### src/rtl/alert_sequencer.sv
// Buzzer tone sequencer: Morse pass-through while armed, source-coded beep bursts on mistakes,
// solid tone while detonating. Optional low-time chirp is built only when WARN_CHIRP_EN is defined.
//
//   state      | meaning
//   IDLE       | bomb not armed, buzzer silent
//   MOS        | armed, buzzer follows Morse audio (plus chirp when enabled)
//   BURST_ON   | tone on for the current beep of a mistake burst
//   BURST_OFF  | silence after a beep; next beep or back to MOS
//   DETONATE   | solid tone until the central FSM leaves DETONATING
module alert_sequencer #(
  parameter int N_SRC          = 5,
  parameter int BEEP_ON_TICKS  = 15,
  parameter int BEEP_OFF_TICKS = 10,
  parameter int CHIRP_PERIOD   = 100,
  parameter int TICK_W         = 8,
  localparam int SRC_W         = (N_SRC > 1) ? $clog2(N_SRC) : 1
) (
  input  logic             clk,
  input  logic             rst,
  input  logic             tick_10ms,
  input  logic             mos_code_signal,
  input  logic [2:0]       current_state,
  input  logic [N_SRC-1:0] mistake_i,
  input  logic             time_low_i,
  output logic             bebe_o,
  output logic [2:0]       alert_state_o,
  output logic [SRC_W-1:0] src_o,
  output logic [7:0]       mistake_cnt_o
);

  localparam logic [2:0] GAME_ACTIVATED  = 3'b010;
  localparam logic [2:0] GAME_DETONATING = 3'b011;

  localparam logic [TICK_W-1:0] ON_LAST  = TICK_W'(BEEP_ON_TICKS - 1);
  localparam logic [TICK_W-1:0] OFF_LAST = TICK_W'(BEEP_OFF_TICKS - 1);

  typedef enum logic [2:0] {
    IDLE      = 3'd0,
    MOS       = 3'd1,
    BURST_ON  = 3'd2,
    BURST_OFF = 3'd3,
    DETONATE  = 3'd4
  } state_t;

  state_t             state, state_n;
  logic               bebe_n;
  logic [SRC_W-1:0]   src_n;
  logic [SRC_W-1:0]   beeps_left, beeps_n;
  logic [TICK_W-1:0]  tick_cnt, tick_n;
  logic [7:0]         cnt_n, cnt_inc;
  logic [N_SRC-1:0]   mistake_q;
  logic [N_SRC-1:0]   rise;
  logic               any_rise;
  logic [SRC_W-1:0]   winner;

`ifdef WARN_CHIRP_EN
  localparam logic [TICK_W-1:0] CHIRP_LAST = TICK_W'(CHIRP_PERIOD - 1);
  logic [TICK_W-1:0]  chirp_cnt, chirp_n;
`else
  logic               time_low_unused;
  assign time_low_unused = time_low_i;
`endif

  assign rise     = mistake_i & ~mistake_q;
  assign any_rise = |rise;
  assign cnt_inc  = (mistake_cnt_o == 8'hFF) ? 8'hFF : mistake_cnt_o + 8'd1;

  // Lowest set index wins when several sources rise together.
  always_comb begin
    winner = '0;
    for (int i = N_SRC - 1; i >= 0; i--) begin
      if (rise[i]) winner = SRC_W'(i);
    end
  end

  always_ff @(posedge clk or posedge rst) begin
    if (rst) begin
      state         <= IDLE;
      bebe_o        <= 1'b0;
      src_o         <= '0;
      beeps_left    <= '0;
      tick_cnt      <= '0;
      mistake_cnt_o <= 8'd0;
      mistake_q     <= '0;
`ifdef WARN_CHIRP_EN
      chirp_cnt     <= '0;
`endif
    end else begin
      state         <= state_n;
      bebe_o        <= bebe_n;
      src_o         <= src_n;
      beeps_left    <= beeps_n;
      tick_cnt      <= tick_n;
      mistake_cnt_o <= cnt_n;
      mistake_q     <= mistake_i;
`ifdef WARN_CHIRP_EN
      chirp_cnt     <= chirp_n;
`endif
    end
  end

  always_comb begin
    state_n = state;
    bebe_n  = 1'b0;
    src_n   = src_o;
    beeps_n = beeps_left;
    tick_n  = tick_cnt;
    cnt_n   = mistake_cnt_o;
`ifdef WARN_CHIRP_EN
    chirp_n = '0;
`endif
    if (current_state == GAME_DETONATING) begin
      state_n = DETONATE;
      bebe_n  = 1'b1;
      beeps_n = '0;
      tick_n  = '0;
    end else if (current_state != GAME_ACTIVATED) begin
      state_n = IDLE;
      beeps_n = '0;
      tick_n  = '0;
    end else begin
      case (state)
        IDLE: state_n = MOS;
        MOS: begin
          bebe_n = mos_code_signal;
`ifdef WARN_CHIRP_EN
          if (time_low_i) begin
            bebe_n = mos_code_signal | (chirp_cnt == '0);
            if (tick_10ms)
              chirp_n = (chirp_cnt == CHIRP_LAST) ? '0 : chirp_cnt + TICK_W'(1);
            else
              chirp_n = chirp_cnt;
          end
`endif
        end
        BURST_ON: begin
          bebe_n = 1'b1;
          if (tick_10ms) begin
            if (tick_cnt == ON_LAST) begin
              state_n = BURST_OFF;
              tick_n  = '0;
            end else begin
              tick_n = tick_cnt + TICK_W'(1);
            end
          end
        end
        BURST_OFF: begin
          if (tick_10ms) begin
            if (tick_cnt == OFF_LAST) begin
              tick_n = '0;
              if (beeps_left == '0) begin
                state_n = MOS;
              end else begin
                beeps_n = beeps_left - SRC_W'(1);
                state_n = BURST_ON;
              end
            end else begin
              tick_n = tick_cnt + TICK_W'(1);
            end
          end
        end
        DETONATE: begin
          state_n = IDLE;
          beeps_n = '0;
          tick_n  = '0;
        end
        default: state_n = IDLE;
      endcase

      // A new mistake (re)starts a burst from any armed state; the newest event wins.
      if (any_rise && (state == MOS || state == BURST_ON || state == BURST_OFF)) begin
        state_n = BURST_ON;
        src_n   = winner;
        beeps_n = winner;
        tick_n  = '0;
        cnt_n   = cnt_inc;
      end
    end
  end

  assign alert_state_o = state;

endmodule

### config.mk
export PLATFORM = sky130hd
export DESIGN_NAME = alert_sequencer
export DESIGN_NICKNAME = d
export VERILOG_FILES = /design/src/rtl/alert_sequencer.sv
export SDC_FILE = /design/constraint.sdc
export NUM_CORES = 1
export LEC_CHECK = 0
export BUFFER_PORTS_ARGS = -buffer_cell sky130_fd_sc_hd__clkbuf_2
export CAP_MARGIN = 15
export CELL_PAD_IN_SITES_DETAIL_PLACEMENT = 0
export CELL_PAD_IN_SITES_GLOBAL_PLACEMENT = 1
export CORE_MARGIN = 4
export CORE_UTILIZATION = 43
export CTS_CLUSTER_DIAMETER = 60
export DETAILED_ROUTE_END_ITERATION = 8
export PLACE_DENSITY = 0.76
export SLEW_MARGIN = 15
export SYNTH_ARGS = -nofsm -noshare
export SYNTH_HDL_FRONTEND = slang
export SYNTH_SLANG_ARGS = --single-unit
### constraint.sdc
create_clock -name clk -period 3 [get_ports clk]
set_clock_uncertainty 0.2 [all_clocks]
set_input_delay 0.6 -clock clk [delete_from_list [all_inputs] [get_ports clk]]
set_output_delay 0.6 -clock clk [all_outputs]
set_load 0.02 [all_outputs]
Yosys cells after proc, flatten, opt, wreduce, memory -nomap -nowiden
Cells that the tools add are included.
Widths: inputs -> output; s select.
{ "word_totals": {"regBits": 31, "in_bits": 13, "output_inout_bits": 15, "elab_cells": 74} }
{ "op_classes": {"n_addsub": 3, "eq_ne": 15, "n_mux": 33, "bitwise": 4, "n_reduce_logical": 12} }
{ "ops": {"columns": ["operator", "count"], "rows": [
  ["$mux 8", 8],
  ["$mux 3", 18],
  ["$ne 5x4->1 const B", 5],
  ["$pmux 8 s3", 1],
  ["$add 8x1->8 const B", 2],
  ["$eq 8x4->1 const B", 2],
  ["$pmux 3 s4", 1],
  ["$eq 3x2->1 const B", 3],
  ["$eq 8x8->1 const B", 1],
  ["$logic_not 3->1", 2],
  ["$pmux 3 s2", 1],
  ["$reduce_and 3->1", 2],
  ["$reduce_bool 6->1", 1],
  ["$and 5x5->5", 1],
  ["$not 5->5", 1],
  ["$reduce_and 5->1", 1],
  ["$reduce_bool 5->1", 1],
  ["$reduce_or 5->1", 1],
  ["$ne 4x3->1 const B", 1],
  ["$reduce_and 4->1", 1],
  ["$eq 3x1->1 const B", 1],
  ["$eq 3x3->1 const B", 1],
  ["$ne 3x2->1 const B", 1],
  ["$sub 3x1->3 const B", 1],
  ["6 further kinds", 9]
]} }

Logic depth before layout (Yosys ltp)
Gate-level depths: netlist of the first run.
{ "logic_depth": {"ltp_word": 10, "ltp_mapped": 7, "mapped_depth_nobuf": 7} }

Least setup slack after synthesis of the first run
OpenSTA, ideal clock, no wires.
{ "synth_path": {"kind": "input -> register", "startpoint": "input port current_state[0]", "endpoint": "register mistake_cnt_o[7]", "setup_time_ns": 0.125, "t_arrival_ns": 2.008, "required_ns": 2.675, "slack_ns": 0.667, "stages": 6, "n_path_buf": 1, "cell_sequence": "or4b_4 > or2_4 > a21oi_2 > buf_6 > nand3_4 > mux2_4"} }
{ "synth_between": {"elab_chain_len": 3, "word_cells_on_any_way": 5, "classes_between": "eq/ne: 2; bitwise: 2; reduce/logical: 1"} }
{ "synth_lines": {"columns": ["item", "line", "rtl"], "rows": [
  ["start, declared", "22", "input logic [2:0] current_state,"],
  ["$ne 3x2->1 or $eq 3x2->1 (tied branches)", "117, 112", null],
  ["$not 1->1 (no source line)", null, null],
  ["$reduce_and 3->1 (no source line) (*)", null, null],
  ["end signal, assigned", "94", "mistake_cnt_o <= cnt_n;"],
  ["end, declared", "28", "output logic [7:0] mistake_cnt_o"]
]} }
Mark *: on every way between the ends. The rest lies on a longest branch, timed or not.
A chain may end at the register's enable or synchronous reset.

Worst setup path in the final report of the first run
{ "layout_path": {"startpoint": "register state[2] (netlist: alert_state_o[2])", "endpoint": "register mistake_cnt_o[6]"} }
{ "layout_between": {"elab_chain_len": 5, "word_cells_on_any_way": 7, "classes_between": "eq/ne: 3; reduce/logical: 4"} }
{ "layout_lines": {"columns": ["item", "line", "rtl"], "rows": [
  ["start, declared", "45", "state_t state, state_n;"],
  ["start signal, assigned", "89", "state <= state_n;"],
  ["$eq 3x1->1 or $eq 3x2->1 (tied branches)", "171", "if (any_rise && (state == MOS || state == BURST_ON || state == BURST_OFF)) begin"],
  ["$logic_or 1x1->1", "171", null],
  ["$logic_or 1x1->1 (*)", "171", null],
  ["$logic_and 1x1->1 (*)", "171", null],
  ["$reduce_and 3->1 (no source line) (*)", null, null]
]} }
Marks and branches as above.

==> qor.yml, run 1 <==
grt_first_pass_wirelength_um: 6350
yosysTopAreaCell: "dfrtp_1"
fin_cells: 266
drc: 0
clkSinkCount: 31
track_usage_pct: 15.5
synth_cell_types: 50
clock_path_buffers: 2
dr.pass1.iters: 4
combPwrFrac_pct: 13.8
syn_to_final_growth_pct: 16.4
power_density_nw_per_um2: 446
yosys_warnings: 0
ios: 28
io_buffers: 26
grt_pass1_vias: 1416
fmax_mhz: 410
crit_path_end_kind: "register"
synthFlopType: "dfrtp_1"
fin_tns_setup_ps: 0
syn-cell-area_um2: 1790
hold_violations: 0
post_cts_buffers: 0
postSynth.asyncResetShare_pct: 100
cts_buffers: 5
overflow: 0
layout-drive-gt1-share_pct: 28.2
p_int_uw: 655
die_h_um: 72.5
diodes: 0
yosys.cell_count.top_type: "dfrtp_1"
yosysSeqAreaShare_pct: 43.4
criticalPathCategory: "register to register"
place_inst: 258
maxSlewHeadroom_pct: 58.4
antenna_left: 0
ys_ff_latch: 31
grt_max_degree: 17
p_sw_uw: 274
dieArea_um2: 5250
vias: 1442
switching_share_pct: 29.5
cp_max_fo: 8
rows: 23
globalplace.congestion: 0.816
cp.required_ps: 2970
antenna_found_initial: 0
p_seq_share_pct: 49.6
maxSlewViolCount: 0
synth.top_cells.by_count: "dfrtp_1 (31), nand2_1 (18), nor2_1 (12)"
rsz0062_at_grt: "no"
ys_top_cells_by_area: "dfrtp_1 (43%), ha_1 (4.2%), nand2_1 (3.8%)"
status: "completed"
cts_root_buffer: "clkbuf_8"
core_region_area_um2: 4000
drtIter0Drc: 60
syn_nets: 200
cts.htree.levels: 2
nets: 234
die_x_um: 72.5
period_share_pct: 81.4
clockPowerShare_pct: 36.7
synth_cells: 181
reg2regPathDepth: 5
p_total_uw: 929
worst_pin_slew_ps: 623
clock_latency_ps: 290
nFillCells: 380
start_util_pct: 44.7
vias_per_cell: 5.42
ir_worst_vdd_mv: 0.298
period_minus_slack_ps: 2440
yosysTopAreaCellShare_pct: 43.4
clkTransAtPathRegs_ps: 70
cap_violations: 0
cts_resized: 0
cts_tree: "done"
drt_wl_total_um: 3750
static-leakage-power_nw: 0.941
worstPathArrival_ps: 2410
postCtsHoldBufs: 0
start_kind: "register"
setup_viol: 0
synth_area_per_cell_um2: 9.88
hold_path_class: "input pin to async pin"
wl_per_cell_um: 14.1
dp_hpwl_um: 2920
synth_edf_count: 0
## cells in the final DEF (no fill, tap or decap), drive strengths merged, types with 5 or more instances in the layout
cell,count
dfrtp,31
clkbuf,31
nand2,18
nor2,12
inv,12
a21oi,9
nor2b,8
o21ai,8
mux2,8
nor3,7
ha,6
nand3,6
nand4,5
## registers in the layout (all words and copies together), names as in the netlist
register and flops:
mistake_cnt_o 8, tick_cnt 8, mistake_q 5, alert_state_o 3
beeps_left 3, src_o 3, bebe_o 1
## routing by layer
layer	up-vias	global-route usage [%]	share of wire (%)
met5	-	0	0
met4	0	5.53	1.7
met3	6	4.57	3.7
met2	17	26.5	50
met1	695	18.4	45
li1	724	-	-
## area by class of cell
cell class                 count  area (µm²)  area share (%)
multi-input combinational    136         950            45.6
tap                           50        62.6            3.00
timing repair buffer          30         160            7.69
clock buffer                   5        68.8            3.31
clock inverter                 3        23.8            1.14
sequential                    31         776            37.3
inverter                      11        41.3            1.98
## critical path, stage by stage (launching register included)
cell and delay, ps:
dfrtp_1 440, or4b_4 600, or2_4 260, a21oi_2 320
nand4_1 170, mux2_1 340
## per-stage QoR
step	hold WS (ps)	utilization, %	setup slack [ps]	cell area [µm²]
finish	157	52.0	559	2080
global route	218	52.0	434	2080
CTS	176	52.0	564	2080
detailed placement	263	49.7	332	1990
global placement	262	49.7	361	1990
floorplan	279	-	667	1790
## cells by family after synthesis
logic type,synth area share [%]
flops,43.4
mux,5.81
fa+ha+maj,4.20
simple gates,27.2
compound gates,16.0
buf+inv,3.50
## power groups by stage
stage | logic (mW) | registers (mW) | clock network (mW)
final | 0.128 | 0.460 | 0.341
after global routing | 0.143 | 0.464 | 0.372
after CTS | 0.130 | 0.460 | 0.353
after detailed placement | 0.130 | 0.468 | 0
after global placement | 0.127 | 0.467 | 0
after floorplan | 0.0680 | 0.483 | 0
## worst paths after layout
kind,startpoint,endpoint,slack (ps)
max in group asynchronous,rst,tick_cnt[0]$_DFFE_PP0P_,1790
setup reg to reg,alert_state_o[2]$_DFFE_PP0P_,mistake_cnt_o[6]$_DFFE_PP0P_,560
setup / recovery,alert_state_o[2]$_DFFE_PP0P_,mistake_cnt_o[6]$_DFFE_PP0P_,560
hold reg to reg,src_o[1]$_DFFE_PP0P_,src_o[1]$_DFFE_PP0P_,280
hold / removal,rst,mistake_cnt_o[0]$_DFFE_PP0P_,160
min in group clk,mistake_i[2],mistake_q[2]$_DFF_PP0_,220
(Power assumes the default switching activity.)
==> run 2, diff against run 1 <==
--- a/config.mk
+++ b/config.mk
@@ -10,10 +10,10 @@
 export CELL_PAD_IN_SITES_DETAIL_PLACEMENT = 0
 export CELL_PAD_IN_SITES_GLOBAL_PLACEMENT = 1
 export CORE_MARGIN = 4
-export CORE_UTILIZATION = 43
+export CORE_UTILIZATION = 39
 export CTS_CLUSTER_DIAMETER = 60
 export DETAILED_ROUTE_END_ITERATION = 8
-export PLACE_DENSITY = 0.76
+export PLACE_DENSITY = 0.73
 export SLEW_MARGIN = 15
 export SYNTH_ARGS = -nofsm -noshare
 export SYNTH_HDL_FRONTEND = slang
==> constraint.sdc (replaced) <==
create_clock -name clk -period 2.15 [get_ports clk]
set_clock_uncertainty 0.2 [all_clocks]
set_input_delay 0.43 -clock clk [delete_from_list [all_inputs] [get_ports clk]]
set_output_delay 0.43 -clock clk [all_outputs]
set_load 0.02 [all_outputs]
==> run 2 against run 1 <==
  * Critical path depth did not move
  * Via count rose by 12%
  * Global-route usage rose by 0.46 points
  * Combinational power rose by 66%
  * Total power rose by 42%
  * Sequential cell count did not move
  * First-iteration DRC count rose by 25%
  * Clock-buffer cell count rose by 1
  * Clock power rose by 35%
  * Fmax rose by 14%
  * Sequential share of layout area fell by 4.8 points
==> qor.yml, run 2 (synthesized netlist as in run 1, its figures left out) <==
ios: 28  # unchanged
p_seq_share_pct: 49.0  # -0.6 points
pre_cts_ws_ps: -136  # -468 ps
static-leakage-power_nw: 1.14  # +22%
io_buffers: 26  # unchanged
layout-drive-gt1-share_pct: 40.6  # +12 points
diodes: 0  # unchanged
rsz0062_at_grt: "yes"
status: "completed"
cp_max_fo: 5  # -3
cp.required_ps: 2110  # -860 ps
criticalPathCategory: "register to register"
period_minus_slack_ps: 2130  # -307 ps
fin_tns_setup_ps: 0  # unchanged
reg2regPathDepth: 5  # unchanged
clkSinkCount: 31  # unchanged
wl_per_cell_um: 14.3  # +1.3%
power_density_nw_per_um2: 550  # +23%
drc: 0  # unchanged
period_share_pct: 99.3  # +18 points
clock_latency_ps: 280  # about the same
die_x_um: 75.7  # +4.4%
nets: 270  # +15%
vias: 1614  # +12%
cts_root_buffer: "clkbuf_8"
grt_first_pass_wirelength_um: 6830  # +7.6%
combPwrFrac_pct: 16.1  # +2.3 points
hold_path_class: "input pin to register"
drtIter0Drc: 75  # +25%
worstPathArrival_ps: 2090  # -320 ps
cts.htree.levels: 2  # unchanged
reg_top3: "mistake_cnt_o: 8 flops, tick_cnt: 8 flops, mistake_q: 5 flops"
track_usage_pct: 15.9  # +0.46 points
dieArea_um2: 5730  # +9.1%
final_core_util_pct: 54.6  # +2.5 points
crit_path_end_kind: "register"
dp_hpwl_um: 3320  # +14%
maxSlewViolCount: 0  # unchanged
nFillCells: 396  # +4.2%
p_total_mw: 1.32  # +42%
antenna_left: 0  # unchanged
fmax_mhz: 469  # +14%
core_region_area_um2: 4380  # +9.6%
worst_pin_slew_ps: 542  # -81.1 ps
overflow: 0  # unchanged
switching_share_pct: 27.2  # -2.3 points
globalplace.congestion: 0.855  # +4.8%
grt_pass1_vias: 1608  # +14%
clkTransAtPathRegs_ps: 60  # about the same
hold_violations: 0  # unchanged
drt_wl_total_um: 4320  # +15%
cap_violations: 0  # unchanged
maxSlewHeadroom_pct: 63.9  # +5.4 points
clockPowerShare_pct: 34.9  # -1.8 points
p_sw_uw: 358  # +31%
mostFrequentLayoutCell: "buf_4"
p_int_uw: 958  # +46%
antenna_found_initial: 0  # unchanged
start_util_pct: 40.8  # -3.9 points
setup_viol: 0  # unchanged
rows: 24  # +4.3%
cts_tree: "done"
grt_max_degree: 15  # -2
clock_path_buffers: 2  # unchanged
die_h_um: 75.7  # +4.4%
stdcell_area_um2: 2390  # +15%
start_kind: "register"
placed_area_um2: 2250  # +13%
ir_worst_vdd_mv: 0.189  # -36%
vias_per_cell: 5.33  # -1.7%
hold_depth: 1
setup_ws_ps: 16.1  # -543 ps
syn_to_final_growth_pct: 33.8
cts_buffers: 5  # unchanged
final_cell_mix: "buf_4 (39), dfrtp_1 (30), clkbuf_2 (26)"
dr.pass1.iters: 4  # unchanged
[run 2: changes by cell type in the layout (fill, tap and decap cells not counted), moves of 2 or more]
cell        change
buf_4          +35
mux2_1          -2
mux2_4          +3
clkinvlp_4      -2
[run 2: repair_timing]
action / in CTS / in global routing
setup endpoints to repair: 0 / 12
buffers inserted: 0 / 3
gates resized for setup: 0 / 8
endpoints found under the hold margin: 12 / 0
hold buffers: 1 / 0
[run 2: path summary, 6_finish.rpt]
| path | startpoint | endpoint | slack [ps] |
|---|---|---|---|
| setup / recovery | alert_state_o[2]$_DFFE_PP0P_ | mistake_cnt_o[6]$_DFFE_PP0P_ | 20 |
| hold / removal | mistake_i[0] | mistake_q[0]$_DFF_PP0_ | 70 |
| setup reg to reg | alert_state_o[2]$_DFFE_PP0P_ | mistake_cnt_o[6]$_DFFE_PP0P_ | 20 |
| max in group asynchronous | rst | tick_cnt[5]$_DFFE_PP0P_ | 650 |
| min in group asynchronous | rst | src_o[0]$_DFFE_PP0P_ | 520 |
| hold reg to reg | src_o[0]$_DFFE_PP0P_ | src_o[0]$_DFFE_PP0P_ | 280 |
[run 2: metal layers]
metal / track usage (%) / wire (µm) / share of wire, %
met5: 0 / 0 / 0
met4: 5.24 / 50 / 1.2
met3: 4.49 / 167 / 3.9
met2: 29.4 / 2380 / 55
met1: 17.5 / 1730 / 40
[run 2: area by class of cell]
class                      instances  area [µm²]  area share, %
sequential                        31         777           32.5
inverter                          11        41.3           1.73
clock buffer                       6        82.6           3.45
multi-input combinational        136         988           41.3
tap                               52        65.1           2.72
timing repair buffer              66         433           18.1
clock inverter                     1        5.00          0.209
[run 2: critical path, cell delays in order (launching register included)]
cell and delay (ps):
dfrtp_2 430, or4b_4 490, or2_4 260, a21oi_4 190, nand4_1 140, mux2_4 310
[run 2: through the flow]
| stage | hold slack, ps | instances |
|---|---|---|
| after floorplan | 261 | 181 |
| after global placement | 262 | 293 |
| after detailed placement | 270 | 293 |
| after CTS | 65.2 | 301 |
| after global routing | 57.9 | 303 |
| final | 70.4 | 303 |
[run 2: power groups by stage]
stage          combinational (mW)  clock, mW  sequential (mW)
4_1_cts                     0.211      0.469            0.644
5_1_grt                     0.238      0.508            0.648
2_1_floorplan              0.0960          0            0.674
3_5_place_dp                0.209          0            0.656
6_report                    0.212      0.459            0.644
3_3_place_gp                0.204          0            0.652
==> run 3, diff against run 2 <==
--- a/config.mk
+++ b/config.mk
@@ -14,6 +14,8 @@
 export CTS_CLUSTER_DIAMETER = 60
 export DETAILED_ROUTE_END_ITERATION = 8
 export PLACE_DENSITY = 0.73
+export SETUP_SLACK_MARGIN = 0.5
+export SKIP_LAST_GASP = 1
 export SLEW_MARGIN = 15
 export SYNTH_ARGS = -nofsm -noshare
 export SYNTH_HDL_FRONTEND = slang
==> run 3 against run 2 <==
  * Critical path type unchanged
  * First-iteration DRC count is 20% higher
  * Critical path depth rose by 1
  * Cell area grew 12%
  * Via count increased by 1.6%
  * Largest power group unchanged
  * Sequential power about the same
  * Clock-buffer cell count unchanged
  * Fmax fell by 0.71%
  * Worst setup slack got worse by 15 ps
  * Non-clock buffer count grew 5
  * Clock power is 30% higher
  * Sequential cell count unchanged
==> qor.yml, run 3 (synthesized netlist as in run 1, its figures left out) <==
start_kind: "register"
core_region_area_um2: 4380  # unchanged
reg2regPathDepth: 6  # +1
io_buffers: 26  # unchanged
maxSlewViolCount: 0  # unchanged
cts_tree: "done"
pre_cts_ws_ps: -194  # -57.6 ps
switching_share_pct: 26.0  # -1.1 points
die_h_um: 75.7  # unchanged
power_density_nw_per_um2: 552  # +0.48%
nets: 275  # +1.9%
antenna_left: 0  # unchanged
p_int_mw: 1.10  # +14%
combPwrFrac_pct: 16.1  # about the same
vias_per_cell: 5.31  # -0.36%
cap_violations: 0  # unchanged
drc: 0  # unchanged
holdPathEnd: "mistake_q[1]$_DFF_PP0_"
final_cell_mix: "buf_4 (36), dfrtp_1 (27), clkbuf_2 (25)"
p_total_mw: 1.48  # +13%
layout-drive-gt1-share_pct: 53.7  # +13 points
drt_wl_total_um: 4520  # +4.4%
grt_max_degree: 19  # +4
period_share_pct: 100  # +0.71 points
holdWs_ps: 62.0  # -8.40 ps
overflow: 0  # unchanged
cts_root_buffer: "clkbuf_8"
antenna_found_initial: 0  # unchanged
grt_first_pass_wirelength_um: 7220  # +5.8%
status: "completed"
vias: 1640  # +1.6%
cts_buffers: 5  # unchanged
mostFrequentLayoutCell: "buf_4"
worst_pin_slew_ps: 341  # -200 ps
hold_violations: 0  # unchanged
worstPathArrival_ps: 2120  # +30 ps
clock_path_buffers: 2  # unchanged
track_usage_pct: 16.8  # +0.86 points
start_util_pct: 40.8  # unchanged
placed_area_um2: 2200  # -2.2%
diodes: 0  # unchanged
clkSinkCount: 31  # unchanged
hold_depth: 1  # unchanged
clockPowerShare_pct: 40.2  # +5.3 points
cp.required_ps: 2120  # about the same
r2r_setup_slack_ps: 0.9  # -20 ps
nFillCells: 364  # -8.1%
reg_top3: "mistake_cnt_o: 8 flops, tick_cnt: 8 flops, mistake_q: 5 flops"
cts.htree.levels: 2  # unchanged
r2r-end: "mistake_cnt_o[7]$_DFFE_PP0P_"
maxSlewHeadroom_pct: 77.2  # +13 points
globalplace.congestion: 0.813  # -4.9%
rows: 24  # unchanged
rsz0062_at_grt: "yes"
r2r_start: "alert_state_o[2]$_DFFE_PP0P_"
period_minus_slack_ps: 2150  # +15.2 ps
static-leakage-power_nw: 1.23  # +7.2%
startpoint: "alert_state_o[2]$_DFFE_PP0P_"
ir_worst_vdd_mv: 0.343  # +81%
p_sw_uw: 386  # +7.9%
dr.pass1.iters: 4  # unchanged
crit_path_end_kind: "register"
hold_path_class: "input pin to register"
p_seq_share_pct: 43.7  # -5.3 points
ios: 28  # unchanged
fmax_mhz: 465  # -0.71%
wl_per_cell_um: 14.6  # +2.4%
dieArea_um2: 5730  # unchanged
holdCritStartpoint: "mistake_i[1]"
setup_ws_ps: 0.882  # -15.2 ps
setup_viol: 0  # unchanged
drtIter0Drc: 90  # +20%
die_x_um: 75.7  # unchanged
criticalPathCategory: "register to register"
clkTransAtPathRegs_ps: 70  # about the same
grt_pass1_vias: 1567  # -2.5%
syn_to_final_growth_pct: 50.0
cp_max_fo: 5  # unchanged
stdcell_area_um2: 2680  # +12%
dp_hpwl_um: 3110  # -6.2%
clock_latency_ps: 280  # about the same
## run 3: what timing repair did
item                                   4_1_cts  5_1_grt
resized for setup                           29       28
setup buffers                               13        6
endpoints found under the hold margin       13        0
hold buffers                                 1        0
pin swaps                                   10       14
setup endpoints to repair                   25       44
## run 3: worst max path at each step
stage / endpoint / slack [ps] / depth (start not counted)
4_1_cts: mistake_cnt_o[7]$_DFFE_PP0P_ / -3 / 6
2_1_floorplan: mistake_cnt_o[7]$_DFFE_PP0P_ / -20 / 6
3_5_place_dp: mistake_cnt_o[6]$_DFFE_PP0P_ / -190 / 6
5_1_grt: mistake_cnt_o[7]$_DFFE_PP0P_ / -70 / 6
3_3_place_gp: mistake_cnt_o[6]$_DFFE_PP0P_ / -150 / 6
6_report: mistake_cnt_o[7]$_DFFE_PP0P_ / 0.9 / 6
## run 3: cell type report
type | count | area (µm²) | share of cell area, %
sequential | 31 | 781 | 29.1
timing repair buffer | 71 | 507 | 18.9
multi-input combinational | 136 | 1170 | 43.5
clock inverter | 2 | 35.0 | 1.31
inverter | 11 | 45.0 | 1.68
clock buffer | 6 | 82.6 | 3.08
tap | 52 | 65.1 | 2.43
## run 3: critical path, stage by stage, from the launching register on
cell and delay, ps:
dfrtp_2 420, or4b_4 500, or2_4 260, a21oi_4 190
buf_6 130, nand3_4 50, mux2_4 290
## run 3: stage by stage
stage                     util (%)  setup TNS [ps]  cells
after floorplan                  -           -16.3    181
after global placement        50.1            -665    281
after detailed placement      50.1           -1010    281
after CTS                     57.8           -2.81    303
after global routing          61.2            -291    309
final                         61.2               0    309
## run 3: power groups by stage
stage | Clock (mW) | Combinational [mW] | Sequential, mW
5_1_grt | 0.644 | 0.260 | 0.653
4_1_cts | 0.612 | 0.225 | 0.645
3_5_place_dp | 0 | 0.206 | 0.655
6_report | 0.596 | 0.239 | 0.647
2_1_floorplan | 0 | 0.102 | 0.675
3_3_place_gp | 0 | 0.202 | 0.652
## run 3: routing by layer
| layer | share of wire [%] | wire (µm) | GRT usage (%) | vias up |
|---|---|---|---|---|
| met4 | 1.9 | 84 | 7.18 | 0 |
| met1 | 42 | 1890 | 19.4 | 793 |
| met2 | 53 | 2370 | 29.2 | 34 |
| met5 | 0 | 0 | 0 | - |
| li1 | - | - | - | 806 |
| met3 | 3.7 | 169 | 4.35 | 7 |
